==> config.mk <==
export PLATFORM = sky130hd
export DESIGN_NAME = fifo_burst_reader_flat
export DESIGN_NICKNAME = d
export VERILOG_FILES = /design/src/rtl/fifo_burst_reader_if.sv /design/src/rtl/fifo_burst_reader.sv /design/src/flat_wrapper.sv
export SDC_FILE = /design/constraint.sdc
export NUM_CORES = 1
export LEC_CHECK = 0
export ABC_AREA = 1
export ABC_CLOCK_PERIOD_IN_PS = 2180
export BUFFER_PORTS_ARGS = -buffer_cell sky130_fd_sc_hd__buf_4
export CAP_MARGIN = 20
export CORE_MARGIN = 10
export CORE_UTILIZATION = 30
export CTS_CLUSTER_DIAMETER = 120
export DETAILED_ROUTE_END_ITERATION = 10
export GPL_ROUTABILITY_DRIVEN = 0
export PLACE_DENSITY = 0.48
export SYNTH_ARGS = -nofsm -noshare
export SYNTH_HDL_FRONTEND = slang
export SYNTH_SLANG_ARGS = --single-unit
export TNS_END_PERCENT = 50
==> constraint.sdc <==
create_clock -name clk -period 2.18 [get_ports clk]
set_input_delay 0.436 -clock clk [delete_from_list [all_inputs] [get_ports clk]]
set_output_delay 0.436 -clock clk [all_outputs]
set_load 0.01 [all_outputs]
==> src/rtl/fifo_burst_reader_if.sv <==
// FIFO read port plus downstream valid/ready stream, bundled for the burst reader.
interface fifo_burst_reader_if #(
    parameter int DATA_WIDTH = 8
);
    logic                  fifo_empty;
    logic [DATA_WIDTH-1:0] fifo_dout;
    logic                  fifo_rd_en;
    logic                  m_valid;
    logic                  m_ready;
    logic [DATA_WIDTH-1:0] m_data;
    logic                  m_last;

    modport master (
        input  fifo_empty, fifo_dout, m_ready,
        output fifo_rd_en, m_valid, m_data, m_last
    );

    modport slave (
        output fifo_empty, fifo_dout, m_ready,
        input  fifo_rd_en, m_valid, m_data, m_last
    );
endinterface

==> src/rtl/fifo_burst_reader.sv <==
// Pops a programmed burst from a show-ahead FIFO onto a registered valid/ready stream.
// Latency: first beat valid 2 cycles after start; 1 beat/cycle; pops stall while the output slot is held.
module fifo_burst_reader #(
    parameter int DATA_WIDTH = 8,
    parameter int MAX_BURST  = 256,
    parameter int LEN_WIDTH  = $clog2(MAX_BURST + 1),
    parameter int TIMEOUT    = 64,
    parameter int TO_WIDTH   = $clog2(TIMEOUT + 1)
) (
    input  logic                 clk,
    input  logic                 rst_n,
    input  logic                 start,
    input  logic [LEN_WIDTH-1:0] burst_len,
    output logic                 busy,
    output logic                 done,
    output logic                 err,
    output logic [LEN_WIDTH-1:0] beats_sent,
    fifo_burst_reader_if.master  bus
);

    // A zero TIMEOUT still needs a one-bit counter to keep the declarations legal.
    localparam int SW = (TO_WIDTH < 1) ? 1 : TO_WIDTH;
    localparam logic [SW-1:0]        STALL_MAX = SW'(TIMEOUT);
    localparam logic [LEN_WIDTH-1:0] MAX_LEN   = LEN_WIDTH'(MAX_BURST);

    typedef enum logic [1:0] {S_IDLE, S_RUN, S_FLUSH, S_DONE} state_t;

    state_t               state, state_nxt;
    logic [LEN_WIDTH-1:0] remaining;
    logic [LEN_WIDTH-1:0] start_len;
    logic [SW-1:0]        stall_cnt;
    logic                 slot_free;
    logic                 pop;
    logic                 start_acc;
    logic                 timed_out;

    assign slot_free = !bus.m_valid || bus.m_ready;
    assign start_len = (burst_len > MAX_LEN) ? MAX_LEN : burst_len;
    assign start_acc = (state == S_IDLE) && start;
    assign timed_out = (TIMEOUT != 0) && (stall_cnt == STALL_MAX);

    assign busy           = (state != S_IDLE);
    assign done           = (state == S_DONE);
    assign bus.fifo_rd_en = pop;

    always_ff @(posedge clk or negedge rst_n) begin
        if (!rst_n) begin
            state <= S_IDLE;
        end else begin
            state <= state_nxt;
        end
    end

    always_comb begin
        state_nxt = state;
        pop       = 1'b0;
        case (state)
            S_IDLE: begin
                if (start) begin
                    state_nxt = (start_len == '0) ? S_DONE : S_RUN;
                end
            end
            S_RUN: begin
                pop = (remaining != '0) && !bus.fifo_empty && slot_free;
                if (pop && remaining == LEN_WIDTH'(1)) begin
                    state_nxt = S_FLUSH;
                end else if (timed_out) begin
                    state_nxt = S_FLUSH;
                end
            end
            S_FLUSH: begin
                if (slot_free) begin
                    state_nxt = S_DONE;
                end
            end
            S_DONE: begin
                state_nxt = S_IDLE;
            end
            default: begin
                state_nxt = S_IDLE;
            end
        endcase
    end

    // Burst bookkeeping: remaining beats, stall timer, error flag, accepted-beat count.
    always_ff @(posedge clk or negedge rst_n) begin
        if (!rst_n) begin
            remaining  <= '0;
            stall_cnt  <= '0;
            err        <= 1'b0;
            beats_sent <= '0;
        end else if (start_acc) begin
            remaining  <= start_len;
            stall_cnt  <= '0;
            err        <= 1'b0;
            beats_sent <= '0;
        end else begin
            if (pop) begin
                remaining <= remaining - LEN_WIDTH'(1);
                stall_cnt <= '0;
            end else if (state == S_RUN && bus.fifo_empty && (TIMEOUT != 0) && !timed_out) begin
                stall_cnt <= stall_cnt + SW'(1);
            end
            if (state == S_RUN && timed_out) begin
                err <= 1'b1;
            end
            if (bus.m_valid && bus.m_ready) begin
                beats_sent <= beats_sent + LEN_WIDTH'(1);
            end
        end
    end

    // Output register: loads on a pop, drains when accepted, holds while stalled.
    always_ff @(posedge clk or negedge rst_n) begin
        if (!rst_n) begin
            bus.m_valid <= 1'b0;
            bus.m_data  <= '0;
            bus.m_last  <= 1'b0;
        end else if (pop) begin
            bus.m_valid <= 1'b1;
            bus.m_data  <= bus.fifo_dout;
            bus.m_last  <= (remaining == LEN_WIDTH'(1));
        end else if (bus.m_ready) begin
            bus.m_valid <= 1'b0;
            bus.m_last  <= 1'b0;
        end
    end

endmodule

==> src/flat_wrapper.sv <==
// flat-port wrapper written by rule: the top's interface ports become plain ports
module fifo_burst_reader_flat 
#(
    parameter int DATA_WIDTH = 8,
    parameter int MAX_BURST  = 256,
    parameter int LEN_WIDTH  = $clog2(MAX_BURST + 1),
    parameter int TIMEOUT    = 64,
    parameter int TO_WIDTH   = $clog2(TIMEOUT + 1)
)
  (clk, rst_n, start, burst_len, busy, done, err, beats_sent, bus_fifo_empty, bus_fifo_dout, bus_m_ready, bus_fifo_rd_en, bus_m_valid, bus_m_data, bus_m_last);
  fifo_burst_reader_if #(.DATA_WIDTH(DATA_WIDTH)) bus_i ();
  input  logic clk;
  input  logic rst_n;
  input  logic start;
  input  logic [LEN_WIDTH-1:0] burst_len;
  output logic busy;
  output logic done;
  output logic err;
  output logic [LEN_WIDTH-1:0] beats_sent;
  input wire logic [$bits(bus_i.fifo_empty)-1:0] bus_fifo_empty;
  input wire logic [$bits(bus_i.fifo_dout)-1:0] bus_fifo_dout;
  input wire logic [$bits(bus_i.m_ready)-1:0] bus_m_ready;
  output wire logic [$bits(bus_i.fifo_rd_en)-1:0] bus_fifo_rd_en;
  output wire logic [$bits(bus_i.m_valid)-1:0] bus_m_valid;
  output wire logic [$bits(bus_i.m_data)-1:0] bus_m_data;
  output wire logic [$bits(bus_i.m_last)-1:0] bus_m_last;
  assign bus_i.fifo_empty = bus_fifo_empty;
  assign bus_i.fifo_dout = bus_fifo_dout;
  assign bus_i.m_ready = bus_m_ready;
  assign bus_fifo_rd_en = bus_i.fifo_rd_en;
  assign bus_m_valid = bus_i.m_valid;
  assign bus_m_data = bus_i.m_data;
  assign bus_m_last = bus_i.m_last;
  fifo_burst_reader #(.DATA_WIDTH(DATA_WIDTH), .MAX_BURST(MAX_BURST), .LEN_WIDTH(LEN_WIDTH), .TIMEOUT(TIMEOUT), .TO_WIDTH(TO_WIDTH)) u_core (.clk(clk), .rst_n(rst_n), .start(start), .burst_len(burst_len), .busy(busy), .done(done), .err(err), .beats_sent(beats_sent), .bus(bus_i));
endmodule
==> metrics.yaml, run 1 <==
status: "complete, no violations"
fmaxAchievable_mhz: 498
portBuffers: 44
ctsRootBufferMaster: "clkbuf_8"
whs_ns: 0.114
r2r_slack_ns: 0.54
tightest_slew_ns: 0.549
clock-skew-final_ns: 0.00489
area_growth_pct: 24.2
ys_warn_count: 0
crit_fanout: 10
post_cts_buffers: 0
globalRouteTotalUtil: 0.103
final_util: 0.386
startpoint: "u_core.remaining[1]$_DFFE_PN0P_"
fin_crit_ns: 2.01
first_pass_iters: 4
slew_headroom: 0.631
drtIter0Drc: 58
min_path_type: "input port to async pin"
yosysMostFrequentCell: "nand2_1"
grt_pass1_vias: 2052
clockBufferDepth: 2
r2r_cells: 8
synth_ff_type: "dfrtp_1"
die_w_um: 107
async_flop_share: 1.00
cp_cell_sequence: "inv_1 > ha_1 > nand2_1 > nor2_1 > nand2_2 > nand3_4 > inv_2 > buf_4"
critPathRequiredTime_ns: 1.74
clock_latency_ns: 0.29
cts_hold_buf: 0
synthTopCellsByCount: "110 x nand2_1, 38 x dfrtp_1, 38 x inv_1, 33 x nand3_1, 32 x nor2_1"
grt_max_degree: 39
core_area_mm2: 0.00733
wl_met1_um: 2630
syn_inst: 319
ant_nets: 0
yosysSeqAreaShare: 0.418
drc_errors: 0
drive_gt1_frac: 0.179
timing.setup.tns_ns: 0
layout.nets: 401
setup_viol: 0
finalMaxSlewViolations: 0
wire_per_inst_um: 12.2
placementRows: 31
cts_tree: "done"
fin_crit_sh: 0.922
path_class: "register to primary output"
crit_path_max_incr_delay_ns: 0.41
path_clk_slew_ns: 0.07
numCtsBuffers: 5
dp_hpwl_um: 4370
reg2reg_from: "u_core.state[0]$_DFFE_PN0P_"
route.top_layer_used: "met4"
overflow: 0
ctsResizeCount: 0
synth_edf_count: 0
yosys.area.top_type: "dfrtp_1"
setup_slack_ns: 0.171
power_density_mw_per_mm2: 1180
vias_per_cell: 4.47
dr_wl_met2_um: 2720
start_util: 0.311
cp.arrival_ns: 1.57
timing.rr.end: "u_core.remaining[1]$_DFFE_PN0P_"
synth.ff_latch_count: 38
yosysTopAreaCellShare: 0.418
place_ws_ns: 0.433
met3WireLength_um: 282
dieArea_mm2: 0.0115
vias: 2093
h-tree-depth: 2
grt_first_pass_wirelength_um: 9760
netlist_area_mm2: 0.00228
die_h_um: 107
ios: 45
cp.depth: 8
rsz0062_at_grt: "false"
finalHoldViolations: 0
peakVddDrop_mv: 0.395
synth_nets: 352
cp-start-kind: "register"
diodes: 0
cpMaxStageDelayCell: "dfrtp_1"
synthTopCellsByArea: "dfrtp_1 42%, nand2_1 18%, nand3_1 7.3%"
p_leak_nw: 1.51
drv_cap: 0
antenna_found_initial: 0
drt_wl_total_um: 5730
cts.sinks: 38
synth_cell_type_count: 28
cp_top_family: "flip-flops"
synth.avg_cell_area_um2: 7.14
path_buf_inv: 3
crit_path_end_kind: "primary output"
cells in the final DEF (no fill, tap or decap):
master,instances
bufinv_16,1
o21ai_1,1
ha_1,11
buf_4,47
nand2_2,3
xor2_1,2
nand3_4,1
o21ai_0,12
nor2_1,32
clkbuf_8,5
nand3_1,33
nand4_2,1
nand4_1,7
dfrtp_1,38
or2_2,1
nand2_1,110
o21bai_1,1
nand2_4,1
inv_1,37
inv_2,4
nor2_2,1
nor3_1,6
a21oi_2,1
o22ai_1,1
and3_1,1
a21oi_1,8
a31oi_1,1
clkbuf_1,2
layout make-up:
cell class,instances,area (µm²)
Inverter,41,154
Multi-Input combinational cell,235,1140
Sequential cell,38,951
Clock buffer,7,76.3
Fill cell,776,4500
Tap cell,99,124
Clock inverter,1,30.0
Timing Repair Buffer,47,353
how the worst max path moves through the flow:
stage                                 to
after floorplan           bus_fifo_rd_en
after global placement    bus_fifo_rd_en
after detailed placement  bus_fifo_rd_en
after CTS                 bus_fifo_rd_en
after global routing      bus_fifo_rd_en
final                     bus_fifo_rd_en
sequential cells by signal (all words and copies together) (netlist names):
name and flops:
u_core.err 1, u_core.bus.m_last 1, u_core.beats_sent 9, u_core.bus.m_data 8
u_core.remaining 9, u_core.bus.m_valid 1, u_core.state 2, u_core.stall_cnt 7
metrics by stage:
| step | instances | area (µm²) | total power (W) |
|---|---|---|---|
| final | 468 | 2830 | 0.00332 |
| after global routing | 468 | 2830 | 0.00365 |
| after CTS | 468 | 2830 | 0.00338 |
| after detailed placement | 460 | 2720 | 0.00276 |
| after global placement | 460 | 2720 | 0.00277 |
| after floorplan | 319 | 2280 | 0.00221 |
per-layer routing:
layer | GRT usage | vias to the layer above
li1 | - | 1108
met1 | 0.127 | 941
met2 | 0.168 | 37
met3 | 0.0263 | 7
met4 | 0.0435 | 0
met5 | 0 | -
power breakdown:
part           switching [W]  internal, W
clock network       0.000253     0.000343
logic               0.000965     0.000632
registers           0.000201     0.000930
total                0.00142      0.00190
worst register-to-register path, delay by kind of cell, from the launching register on:
family,cells,cell delay (ns)
fa+ha+maj,1,0.22
buf+inv,2,0.31
flops,1,0.42
simple gates,5,0.64
cell families after synthesis:
kind of cell / Yosys count / synth area share
AO/OA/AOI/OAI: 25 / 0.0588
adder cells (fa/ha/maj): 11 / 0.0604
flip-flops: 38 / 0.418
XOR/XNOR: 2 / 0.00769
buffers and inverters: 46 / 0.0819
AND/OR/NAND/NOR: 197 / 0.374
Note: power is estimated with default switching activity, not from simulation.
==> inputs of run 2 (changes only) <==
ABC_AREA = unset   (was 1)
BUFFER_PORTS_ARGS = unset   (was -buffer_cell sky130_fd_sc_hd__buf_4)
DONT_BUFFER_PORTS = 1   (was unset)
PLACE_DENSITY = 0.43   (was 0.48)
SETUP_SLACK_MARGIN = 0.02   (was unset)
==> metrics.yaml, run 2 <==
status: "complete, no violations"
fillers: 648
syn_inst: 199
finalHoldViolations: 0
drt_wl_total_um: 4660
ios: 45
peakVddDrop_mv: 0.490
crit_fanout: 5
yosysTopAreaCellShare: 0.471
synth_cell_type_count: 36
ff_latch_area_um2: 951
place_ws_ns: 0.113
power.internal_w: 0.00166
synth_edf_count: 0
synth_top_family_by_area: "simple AND/OR/NAND/NOR gates"
muxShareOfSynthArea: 0.0645
placementRows: 29
netlist_area_mm2: 0.00202
fin_crit_ns: 2.01
synthTopCellsByCount: "38 x dfrtp_1, 24 x nor2_1, 15 x nand3_1, 14 x xor2_1, 13 x a21oi_1"
min_path_cells: 2
h-tree-depth: 2
synth.avg_cell_area_um2: 10.1
numCtsBuffers: 5
portBuffers: 0
cp-start-kind: "register"
core_area_mm2: 0.00642
use_met1: 0.0990
power.share.clock: 0.184
vias: 1456
cts.sinks: 38
dp_hpwl_um: 3590
p_leak_nw: 1.02
cp.arrival_ns: 1.58
yosysSeqAreaShare: 0.471
start_util: 0.314
wire_per_inst_um: 16.1
fin_crit_sh: 0.923
synth.ff_latch_count: 38
dieArea_mm2: 0.0104
synth_nets: 232
layout.nets: 245
setup_slack_ns: 0.168
power_density_mw_per_mm2: 1180
grt_first_pass_wirelength_um: 7620
first_pass_iters: 4
area_growth_pct: 13.8
mostFrequentLayoutCells: "38 x dfrtp_1, 24 x nor2_1, 14 x nand3_1, 14 x xor2_1, 13 x a21oi_1"
ys_warn_count: 0
power_frac_seq: 0.442
final_util: 0.357
grt_max_degree: 39
antenna_found_initial: 0
path_class: "register to primary output"
synthAdderAreaFrac: 0.0682
ant_nets: 0
multi_input_area_mm2: 0.00102
slew_headroom: 0.704
die_h_um: 102
critPathRequiredTime_ns: 1.74
crit_path_end_kind: "primary output"
globalRouteTotalUtil: 0.0910
fmaxAchievable_mhz: 497
synthTopCellsByArea: "dfrtp_1 47%, ha_1 6.8%, xor2_1 6.1%"
drtIter0Drc: 42
switching_share: 0.389
whs_ns: 0.282
power.switching_w: 0.00105
synth_xor_area_frac: 0.0825
top_regs: "u_core.beats_sent (9), u_core.remaining (9), u_core.bus.m_data (8)"
async_flop_share: 1.00
timing.setup.tns_ns: 0
grt_use_met3: 0.0445
power_frac_comb: 0.374
clock_latency_ns: 0.28
drv_cap: 0
mostFrequentLayoutCell: "dfrtp_1"
grt_pass1_vias: 1579
r2r_cells: 5
die_w_um: 102
drive_gt1_frac: 0.164
clockBufferDepth: 2
synth_compound_area_frac: 0.0695
synth_ff_type: "dfrtp_1"
tightest_slew_ns: 0.441
path_clk_slew_ns: 0.08
synthSimpleGateAreaFrac: 0.210
met2_usage: 0.155
cts_tree: "done"
overflow: 0
yosys.area.top_type: "dfrtp_1"
diodes: 0
setup_viol: 0
ctsRootBufferMaster: "clkbuf_8"
vias_per_cell: 5.02
grt.busiest_layer: "met2"
yosysMostFrequentCell: "dfrtp_1"
finalMaxSlewViolations: 0
min_path_type: "input port to register"
drc_errors: 0
clock-skew-final_ns: 0.00558
run 2: cell count changes after synthesis, sizes merged, moves of 4 or more:
| cell | delta |
|---|---|
| a21oi | +4 |
| inv | -29 |
| mux2 | +8 |
| mux2i | +4 |
| nand2 | -103 |
| nand3 | -19 |
| nor2 | -9 |
| o21ai | -10 |
| xnor2 | +5 |
| xor2 | +12 |
run 2: final timing paths:
kind	startpoint	endpoint	slack (ns)
worst min-delay path	burst_len[0]	u_core.remaining[0]$_DFFE_PN0P_	0.28
max in group asynchronous	rst_n	u_core.bus.m_data[7]$_DFFE_PN0P_	1.37
min in group asynchronous	rst_n	u_core.beats_sent[7]$_DFFE_PN0P_	0.62
worst min register to register	u_core.stall_cnt[6]$_DFFE_PN0P_	u_core.stall_cnt[6]$_DFFE_PN0P_	0.54
worst max register to register	u_core.remaining[3]$_DFFE_PN0P_	u_core.state[1]$_DFFE_PN0P_	0.18
worst max-delay path	u_core.remaining[1]$_DFFE_PN0P_	bus_fifo_rd_en	0.17
run 2: power groups by stage:
stage	Combinational [W]	Clock, W	Sequential, W
2_1_floorplan	0.000747	0	0.00116
5_1_grt	0.00116	0.000552	0.00123
3_5_place_dp	0.000969	0	0.00121
3_3_place_gp	0.000942	0	0.00121
6_report	0.00101	0.000499	0.00120
4_1_cts	0.00101	0.000520	0.00120
run 2: final cells by class:
type                            count  area share
Timing Repair Buffer               10      0.0392
Clock buffer                        7      0.0376
Clock inverter                      1     0.00218
Inverter                           13      0.0213
Multi-Input combinational cell    144       0.444
Tap cell                           77      0.0420
Sequential cell                    38       0.414
run 2: stage by stage:
step / cells / cell area, µm² / total power [W]
after floorplan: 199 / 2020 / 0.00191
after global placement: 277 / 2130 / 0.00215
after detailed placement: 277 / 2130 / 0.00218
after CTS: 287 / 2260 / 0.00273
after global routing: 290 / 2300 / 0.00294
final: 290 / 2300 / 0.00271
run 2: routing by layer:
| metal | wire (µm) | vias to the layer above |
|---|---|---|
| li1 | - | 711 |
| met1 | 1960 | 711 |
| met2 | 2310 | 32 |
| met3 | 374 | 2 |
| met4 | 17 | 0 |
| met5 | 0 | - |
run 2: kinds of logic (layout without fill, tap and decap cells):
logic type	count (synthesis)	after routing
flops	38	38
fa+ha+maj	11	11
simple gates	80	80
mux	12	12
buf+inv	17	31
xor+xnor	19	19
compound gates	22	22
run 2: worst max-delay path, stage by stage, from the launching register on:
cell and delay, ns:
dfrtp_1 0.41, inv_1 0.12, ha_1 0.19, nor2b_2 0.21
nand3_2 0.15, nand2_4 0.13, inv_1 0.09
run 2: what timing repair did:
action / CTS / global route
buffers inserted: 0 / 3
gates resized for setup: 3 / 4
hold buffers: 2 / 0
pin swaps: 1 / 1
setup endpoints to repair: 1 / 1
endpoints found under the hold margin: 38 / 0
gates cloned: 0 / 0
